$ cat config.mk
export PLATFORM = sky130hd
export DESIGN_NAME = uart_tx
export DESIGN_NICKNAME = d
export VERILOG_FILES = /design/src/rtl/uart_pkg.sv /design/src/rtl/uart_baud_gen.sv /design/src/rtl/uart_tx.sv
export SDC_FILE = /design/constraint.sdc
export NUM_CORES = 1
export LEC_CHECK = 0
export ABC_CLOCK_PERIOD_IN_PS = 1900
export CORE_MARGIN = 2
export CORE_UTILIZATION = 55
export CTS_BUF_LIST = sky130_fd_sc_hd__clkbuf_4
export DETAILED_ROUTE_END_ITERATION = 8
export GPL_TIMING_DRIVEN = 0
export PLACE_DENSITY = 0.76
export SLEW_MARGIN = 20
export SYNTH_ARGS = -nofsm -noshare
export SYNTH_HDL_FRONTEND = slang
export SYNTH_SLANG_ARGS = --single-unit
$ cat constraint.sdc
create_clock -name clk -period 1.9 [get_ports clk]
set_input_delay 0.19 -clock clk [delete_from_list [all_inputs] [get_ports clk]]
set_output_delay 0.19 -clock clk [all_outputs]
set_load 0.01 [all_outputs]
$ cat src/rtl/uart_pkg.sv
// rtl/uart_pkg.sv - shared UART types and constants (used by uart_tx and the future uart_rx)
package uart_pkg;

  typedef enum logic [2:0] {
    IDLE,
    START,
    DATA,
    PARITY,
    STOP
  } tx_state_t;

  localparam int unsigned DEFAULT_CLKS_PER_BIT = 434;
  localparam int unsigned UART_DATA_WIDTH      = 8;

endpackage

$ cat src/rtl/uart_baud_gen.sv
// rtl/uart_baud_gen.sv - bit-period counter, pulses o_bit_end on the last cycle of each bit
module uart_baud_gen
  import uart_pkg::*;
#(
  parameter int unsigned CLKS_PER_BIT = DEFAULT_CLKS_PER_BIT
) (
  input  logic clk,
  input  logic rst_n,
  input  logic i_clear,
  output logic o_bit_end
);

  localparam int unsigned CNT_W = (CLKS_PER_BIT > 2) ? $clog2(CLKS_PER_BIT) : 1;
  localparam logic [CNT_W-1:0] LAST = CNT_W'(CLKS_PER_BIT - 1);

  logic [CNT_W-1:0] r_cnt;

  assign o_bit_end = (r_cnt == LAST);

  always_ff @(posedge clk) begin
    if (!rst_n) begin
      r_cnt <= '0;
    end else if (i_clear || o_bit_end) begin
      r_cnt <= '0;
    end else begin
      r_cnt <= r_cnt + 1'b1;
    end
  end

endmodule

$ cat src/rtl/uart_tx.sv
// rtl/uart_tx.sv - 8N1/8N2 UART transmitter draining an FWFT FIFO; parity bit when UART_TX_PARITY_EN is defined
module uart_tx
  import uart_pkg::*;
#(
  parameter int unsigned CLKS_PER_BIT = DEFAULT_CLKS_PER_BIT,
  parameter int unsigned DATA_WIDTH   = UART_DATA_WIDTH,
  parameter int unsigned STOP_BITS    = 1,
  parameter bit          PARITY_ODD   = 1'b0
) (
  input  logic                  clk,
  input  logic                  rst_n,
  input  logic                  i_tx_en,
  input  logic                  i_fifo_empty,
  input  logic [DATA_WIDTH-1:0] i_fifo_data,
  output logic                  o_fifo_rd_en,
  output logic                  o_tx,
  output logic                  o_busy
);

  localparam int unsigned IDX_W = (DATA_WIDTH > 2) ? $clog2(DATA_WIDTH) : 1;

  tx_state_t             r_state;
  logic [DATA_WIDTH-1:0] r_shift;
  logic [IDX_W-1:0]      r_idx;
  logic                  r_tx;
  logic                  r_rd;
  logic                  r_busy;

  tx_state_t             w_state_nx;
  logic [DATA_WIDTH-1:0] w_shift_nx;
  logic [IDX_W-1:0]      w_idx_nx;
  logic                  w_tx_nx;
  logic                  w_bit_end;
  logic                  w_stop_last;
  logic                  w_pop;
  logic                  w_clear;

`ifdef UART_TX_PARITY_EN
  logic r_par;
`else
  logic w_unused_parity_odd;
  assign w_unused_parity_odd = PARITY_ODD;
`endif

  // r_idx counts data bits in DATA and stop bits in STOP
  assign w_stop_last = (r_state == STOP) && w_bit_end && (r_idx == IDX_W'(STOP_BITS - 1));
  assign w_pop       = i_tx_en && !i_fifo_empty && ((r_state == IDLE) || w_stop_last);
  assign w_clear     = (r_state == IDLE) || w_pop;

  uart_baud_gen #(
    .CLKS_PER_BIT(CLKS_PER_BIT)
  ) u_baud (
    .clk      (clk),
    .rst_n    (rst_n),
    .i_clear  (w_clear),
    .o_bit_end(w_bit_end)
  );

  always_comb begin
    w_state_nx = r_state;
    w_shift_nx = r_shift;
    w_idx_nx   = r_idx;
    w_tx_nx    = 1'b1;

    case (r_state)
      IDLE: ;
      START: begin
        if (w_bit_end) begin
          w_state_nx = DATA;
          w_idx_nx   = '0;
        end
      end
      DATA: begin
        if (w_bit_end) begin
          w_shift_nx = r_shift >> 1;
          if (r_idx == IDX_W'(DATA_WIDTH - 1)) begin
            w_idx_nx = '0;
`ifdef UART_TX_PARITY_EN
            w_state_nx = PARITY;
`else
            w_state_nx = STOP;
`endif
          end else begin
            w_idx_nx = r_idx + 1'b1;
          end
        end
      end
`ifdef UART_TX_PARITY_EN
      PARITY: begin
        if (w_bit_end) begin
          w_state_nx = STOP;
          w_idx_nx   = '0;
        end
      end
`endif
      STOP: begin
        if (w_stop_last) begin
          w_state_nx = IDLE;
        end else if (w_bit_end) begin
          w_idx_nx = r_idx + 1'b1;
        end
      end
      default: w_state_nx = IDLE;
    endcase

    // A pop from IDLE or the final stop cycle starts the next frame with no gap
    if (w_pop) begin
      w_state_nx = START;
      w_shift_nx = i_fifo_data;
      w_idx_nx   = '0;
    end

    case (w_state_nx)
      START:   w_tx_nx = 1'b0;
      DATA:    w_tx_nx = w_shift_nx[0];
`ifdef UART_TX_PARITY_EN
      PARITY:  w_tx_nx = r_par;
`endif
      default: w_tx_nx = 1'b1;
    endcase
  end

  always_ff @(posedge clk) begin
    if (!rst_n) begin
      r_state <= IDLE;
      r_shift <= '0;
      r_idx   <= '0;
      r_tx    <= 1'b1;
      r_rd    <= 1'b0;
      r_busy  <= 1'b0;
    end else begin
      r_state <= w_state_nx;
      r_shift <= w_shift_nx;
      r_idx   <= w_idx_nx;
      r_tx    <= w_tx_nx;
      r_rd    <= w_pop;
      r_busy  <= (w_state_nx != IDLE);
    end
  end

`ifdef UART_TX_PARITY_EN
  // Parity is taken from the whole byte at pop time, before it is shifted out
  always_ff @(posedge clk) begin
    if (!rst_n) begin
      r_par <= 1'b0;
    end else if (w_pop) begin
      r_par <= (^i_fifo_data) ^ PARITY_ODD;
    end
  end
`endif

  assign o_fifo_rd_en = r_rd;
  assign o_tx         = r_tx;
  assign o_busy       = r_busy;

endmodule

# After elaboration in Yosys (flattened, before gate mapping)
# Cells that the tools add are included.
[totals]
ff_bits = 26
latch_bits = 0
mem_bits_rw = 0
rom_bits = 0
wordCells = 56
memories = 0
[op_classes]
add_sub_neg = 2
multipliers = 0
div = 0
magnitude_cmp = 0
n_eq_ne = 11
n_shift = 0
muxes = 16
bitwise_logic = 1
reduce_logical = 18
[op_table]
columns = ["cell", "n"]
rows = [
  ["$mux 3", 10],
  ["$mux 8", 3],
  ["$pmux 3 s4", 1],
  ["$add 9x1->9 const B", 1],
  ["$eq 9x9->1 const B", 1],
  ["$pmux 3 s3", 1],
  ["$eq 3x1->1 const B", 2],
  ["$eq 3x2->1 const B", 2],
  ["$eq 3x3->1 const B", 2],
  ["$logic_not 3->1", 2],
  ["$ne 2x1->1 const B", 3],
  ["$reduce_bool 3->1", 2],
  ["$reduce_and 5->1", 1],
  ["$logic_and 1x1->1", 4],
  ["$reduce_bool 2->1", 2],
  ["$reduce_or 2->1", 2],
  ["$add 3x1->3 const B", 1],
  ["$logic_or 1x1->1", 3],
  ["$ne 2x2->1 const B", 1],
  ["$pmux 1 s2", 1],
  ["$reduce_and 2->1", 1],
  ["$logic_not 1->1", 1],
  ["$not 1->1", 1],
]

# Longest topological paths before layout
[depth]
word_depth = 8
depth_mapped = 10
mapped_depth_nobuf = 7

# By module
# From an unflattened synthesis, not the netlist that was laid out.
[hier_totals]
hier_cells = 152
area_unflattened_um2 = 1435.1
[by_module_without_submodules]
columns = ["mod", "n_inst", "cells_each", "area_each_um2", "seq_area_each_um2"]
rows = [
  ["uart_tx", 1, 103, 985.9, 340.3],
  ["uart_baud_gen", 1, 49, 449.2, 180.2],
]

# Worst setup path after synthesis
# No wires, ideal clock.
[synth_timing]
path_kind = "register -> register"
from = "register r_state[0]"
to = "register r_shift[7]"
setup_ns = 0.127
arrival_time_ns = 1.510
slack_ns = 0.262
stages_incl_launch_ff = 8
path_cell_list = "dfxtp_1 > buf_2 > or4b_4 > a21o_1 > buf_6 > buf_6 > nand3_1 > a21oi_1"
[synth_between]
elab_chain_cells = 7
elab_cells_between_ends = 11
cone_classes = "eq/ne: 2; mux: 1; reduce/logical: 8"
[synth_rtl]
columns = ["item", "line", "rtl"]
rows = [
  ["from (decl)", "uart_tx.sv:22", "tx_state_t r_state;"],
  ["from (signal assigned)", "uart_tx.sv:132", "r_state <= w_state_nx;"],
  ["$eq 3x3->1", "uart_tx.sv:46", "assign w_stop_last = (r_state == STOP) && w_bit_end && (r_idx == IDX_W'(STOP_BITS - 1));"],
  ["$logic_and 1x1->1 (2 in a row)", "uart_tx.sv:46", ""],
  ["$logic_or 1x1->1", "uart_tx.sv:47", "assign w_pop = i_tx_en && !i_fifo_empty && ((r_state == IDLE) || w_stop_last);"],
  ["$logic_and 1x1->1", "uart_tx.sv:47", ""],
  ["$reduce_bool 2->1 (no line)", "-", ""],
  ["$reduce_and 2->1 (no line)", "-", ""],
  ["to (signal assigned)", "uart_tx.sv:133", "r_shift <= w_shift_nx;"],
  ["to (decl)", "uart_tx.sv:23", "logic [DATA_WIDTH-1:0] r_shift;"],
]
# Several ways; a longest one is shown, not always the timed one.
# A chain may end at the register's enable or synchronous reset.

# Final worst setup path
[layout_timing]
from = "register u_baud.r_cnt[0]"
to = "register r_idx[1]"
[layout_between]
elab_chain_cells = 6
elab_cells_between_ends = 11
cone_classes = "eq/ne: 5; reduce/logical: 6"
[layout_rtl]
columns = ["item", "line", "rtl"]
rows = [
  ["from (decl)", "uart_baud_gen.sv:16", "logic [CNT_W-1:0] r_cnt;"],
  ["from (signal assigned)", "uart_baud_gen.sv:26", "r_cnt <= r_cnt + 1'b1;"],
  ["$eq 9x9->1 (*)", "uart_baud_gen.sv:18", "assign o_bit_end = (r_cnt == LAST);"],
  ["branches (longest 5 deep; another with $reduce_and 5->1)", "-", ""],
  ["to (signal assigned)", "uart_tx.sv:134", "r_idx <= w_idx_nx;"],
  ["to (decl)", "uart_tx.sv:24", "logic [IDX_W-1:0] r_idx;"],
]
# Every way passes the cells marked *.

==> summary by stage <==
GRT
The global-route total usage across every layer is 18.8%. The wire length of the first global-routing pass is 3840 microns. The initial antenna violation count is 0. The aggregate global routing overflow is 0. The largest net degree at the start of global routing is 15. The number of global-route vias before repair is 943.

STA
For the final database, setup skew stands at 0.00124 ns. The final critical path takes up 93.9% of the cycle. Setup repair after global routing left no endpoint under its margin. The aggregate negative setup slack is 0 ns.

The top achievable clock speed is 560 MHz. The hold violation count in the final report is 0. Setup violations remaining at the end of the flow were counted as 0. The shortest period the worst path allows is 1.78 ns.

The worst pin sits at a relative slew slack of 55.5%. The final worst hold slack is 0.427 ns. The count of pins over their slew limit is 0.

The transition time at the pin with the least slew margin is 0.666 ns.

Power
The largest vdd supply drop is 0.000521 V. The total internal power is 0.699 mW. The standby leakage power is 0.584 nW. Sequential cells account for 62.8% of the total power. The power after layout is 0.911 mW.

The switching power as a share of total power is 23.3%. The areal power density over the cells is 613 mW/mm^2. For this design the total switching power over the nets is 0.212 mW. The combinational share of power is 11.8%. The clock network power share is 25.4%.

Placed design
After legalization and detailed placement, the total HPWL measured 1690 microns. The placed cell count is 179. The number of port buffers is 14. Routability-driven placement finished with a final weighted congestion of 0.730.

Clock tree
In this run the number of H-tree levels came out at 1. Clock tree synthesis selected as its root buffer the cell sky130_fd_sc_hd__clkbuf_4. TritonCTS built the clock tree.

The clock transition at the register clock pins on the worst setup and hold paths after CTS is 0.13 ns. The clock insertion delay at the later pin of the skew report is 0.31 ns. In this run, CTS created clock tree buffers numbering 3. The clock net sink count is 26. The maximum number of buffers from clock root to sink is 2. The post-CTS setup buffer count is 0.

Finish
The diode insertion count for antenna repair is 0. Cells fill 67.9% of the core in the end. Fill cells in the final layout number 188. The net count of the finished layout is 172. The synthesis-to-finish area growth is 16.8%. The post-route netlist has 13.0% of its cells at a drive strength greater than 1. After the flow finishes, the layout carries non-filler instances totaling 182.

Worst setup path
The highest-delay cell along the critical path is sky130_fd_sc_hd__dfxtp_1. Data arrives at the worst endpoint at 2.00 ns. The worst path required time is 2.12 ns. The kind of start point of the critical path is a flip-flop. The maximum cell stage delay along the critical path is 0.39 ns.

In this design, the critical path's most frequently occurring cell is sky130_fd_sc_hd__buf_6. The start-to-end type of the worst setup path is reg -> reg. The type of destination of the critical path is a flip-flop. The signal on the critical path passes through ha_1 > and4b_1 > buf_2 > nand3_2 > a21o_1 > buf_6 > buf_6 > nand2_1 > a21oi_1. The highest net fanout along the worst path is 10.

Run status
The flow ran to the end, and the final reports show no timing, DRC or antenna violations.

Synth
The number of instances in the synthesized netlist is 137. The share of synthesized area occupied by flip-flops and latches is 40.9%. The mean area per synthesized cell is 9.30 sq um.

The synthesized design contains 26 register bits. The dominant synthesized flop cell is sky130_fd_sc_hd__dfxtp_1. The synthesized net count is 154. The number of flops mapped to enable cells by yosys is 0. In the synthesized netlist the async set-or-reset flop fraction comes to 0%. The Yosys warning count is 0.

The distinct cell type count of the synthesized netlist is 37. The synthesized netlist occupies a cell area of 0.00127 sq mm.

Detailed routing
The total number of vias is 980. The final layout contains routed wiring with a total length of 2210 microns. The detailed-route vias per instance is 5.38. The post-route DRC violation count is 0.

The average wire per cell in the routed design is 12.1 microns. Before antenna repair, the detailed router went through 4 iterations. The detail route stage leaves a number of antenna-violating nets equal to 0. The first routing iteration left 10 violations.

Die
The initial core utilization is 58.1%. The die is 52.1 microns tall. The initialized floorplan defines 17 standard-cell rows. The floorplan step defined a die boundary enclosing 0.00272 sq mm. 15 I/O pins were placed.

The die boundary width is 52.1 microns. The core region is 0.00219 sq mm.

Min path
The min-delay analysis places its worst path in the category in -> reg.

Flow run
The max capacitance violation total is 0.
cells in the final DEF, fill, tap and decap left out, types with 2 or more instances in the layout:
master | synthesis | routed
sky130_fd_sc_hd__inv_1 | 4 | 4
sky130_fd_sc_hd__xor2_1 | 2 | 2
sky130_fd_sc_hd__and3_1 | 3 | 3
sky130_fd_sc_hd__nand2_1 | 9 | 9
sky130_fd_sc_hd__buf_6 | 2 | 2
sky130_fd_sc_hd__nor2_1 | 21 | 21
sky130_fd_sc_hd__a21oi_1 | 7 | 6
sky130_fd_sc_hd__dfxtp_1 | 26 | 26
sky130_fd_sc_hd__buf_2 | 2 | 2
sky130_fd_sc_hd__nand2b_1 | 2 | 2
sky130_fd_sc_hd__clkinv_1 | 1 | 2
sky130_fd_sc_hd__nand3_1 | 6 | 5
sky130_fd_sc_hd__a211oi_2 | 7 | 7
sky130_fd_sc_hd__and2_1 | 4 | 4
sky130_fd_sc_hd__ha_1 | 5 | 5
sky130_fd_sc_hd__a22o_1 | 2 | 2
sky130_fd_sc_hd__xnor2_1 | 5 | 5
sky130_fd_sc_hd__o21ai_0 | 2 | 2
sky130_fd_sc_hd__clkbuf_4 | 0 | 3
sky130_fd_sc_hd__nor3_1 | 2 | 2
sky130_fd_sc_hd__clkdlybuf4s50_1 | 0 | 14
sky130_fd_sc_hd__mux2i_1 | 8 | 8
sky130_fd_sc_hd__nand3_2 | 1 | 2
power groups by stage:
stage                     clock network (mW)  logic, mW  registers [mW]
final                                  0.231      0.108           0.572
after global routing                   0.268      0.117           0.574
after CTS                              0.245      0.108           0.572
after detailed placement                   0      0.108           0.584
after global placement                     0      0.105           0.584
after floorplan                            0     0.0617           0.584
worst max-delay path: cells and delay by family, from the launching register on:
family | cells | cell delay [ns]
DFF | 1 | 0.39
adders and majority gates | 1 | 0.17
AOI/OAI and AO/OA | 2 | 0.26
and+or+nand+nor | 3 | 0.44
buffers and inverters | 3 | 0.43
routing by layer:
layer	GRT usage, %	vias up	share of wire (%)
li1	-	513	-
met1	23.0	454	47
met2	32.5	11	50
met3	2.59	2	2.1
met4	7.89	0	0.63
met5	0	-	0
flip-flops by register name (all words and copies together) (netlist names):
name and count:
o_fifo_rd_en 1, r_state 3, o_tx 1, r_shift 8, u_baud.r_cnt 9, r_idx 3, o_busy 1
path summary, 6_finish.rpt:
kind,to,cells after the start,slack (ns),start
worst max-delay path,r_idx[1],9,0.12,u_baud.r_cnt[0]
worst min-delay path,r_shift[7],3,0.43,i_fifo_data[7]
worst max register to register,r_idx[1],9,0.12,u_baud.r_cnt[0]
worst min register to register,u_baud.r_cnt[0],1,0.48,u_baud.r_cnt[0]
timing repair:
action | in CTS | in global routing
endpoints found under the hold margin | 0 | 0
setup endpoints to repair | 0 | 5
gates resized for setup | 0 | 2
hold buffers | 0 | 0
cell type report:
type	instances	area (sq um)	share of cell area, %
Sequential cell	26	520	35.0
Clock inverter	1	3.75	0.252
Multi-Input combinational cell	101	714	48.0
Buffer	4	32.5	2.19
Timing Repair Buffer	14	140	9.42
Inverter	5	18.8	1.26
Tap cell	28	35.0	2.35
Clock buffer	3	22.5	1.51
synthesized netlist by cell type (2+ instances only):
cell | number | area share [%]
sky130_fd_sc_hd__xor2_1 | 2 | 1.4
sky130_fd_sc_hd__and2_1 | 4 | 2.0
sky130_fd_sc_hd__mux2i_1 | 8 | 6.3
sky130_fd_sc_hd__nand3_1 | 6 | 2.4
sky130_fd_sc_hd__a22o_1 | 2 | 1.4
sky130_fd_sc_hd__buf_2 | 2 | 0.79
sky130_fd_sc_hd__ha_1 | 5 | 4.9
sky130_fd_sc_hd__a21oi_1 | 7 | 2.8
sky130_fd_sc_hd__inv_1 | 4 | 1.2
sky130_fd_sc_hd__nor2_1 | 21 | 6.2
sky130_fd_sc_hd__buf_6 | 2 | 1.8
sky130_fd_sc_hd__dfxtp_1 | 26 | 41
sky130_fd_sc_hd__xnor2_1 | 5 | 3.4
sky130_fd_sc_hd__nand2_1 | 9 | 2.7
sky130_fd_sc_hd__nor3_1 | 2 | 0.79
sky130_fd_sc_hd__o21ai_0 | 2 | 0.79
sky130_fd_sc_hd__a211oi_2 | 7 | 6.9
sky130_fd_sc_hd__and3_1 | 3 | 1.5
sky130_fd_sc_hd__nand2b_1 | 2 | 0.98
kinds of logic (layout without fill, tap and decap cells):
group / after synthesis / after routing / share of synthesized area [%]
compound gates: 25 / 25 / 16.0
xor+xnor: 7 / 7 / 4.81
fa+ha+maj: 5 / 5 / 4.91
buf+inv: 10 / 27 / 4.32
flops: 26 / 26 / 40.9
mux: 8 / 8 / 6.29
simple gates: 56 / 56 / 22.8
metrics by stage:
step,setup WS [ns],instance area [sq um]
floorplan,0.262,1270
detailed placement,0.0221,1450
global route,0.0173,1490
CTS,0.0783,1480
global placement,0.0354,1450
finish,0.116,1490
(Power assumes the default switching activity.)
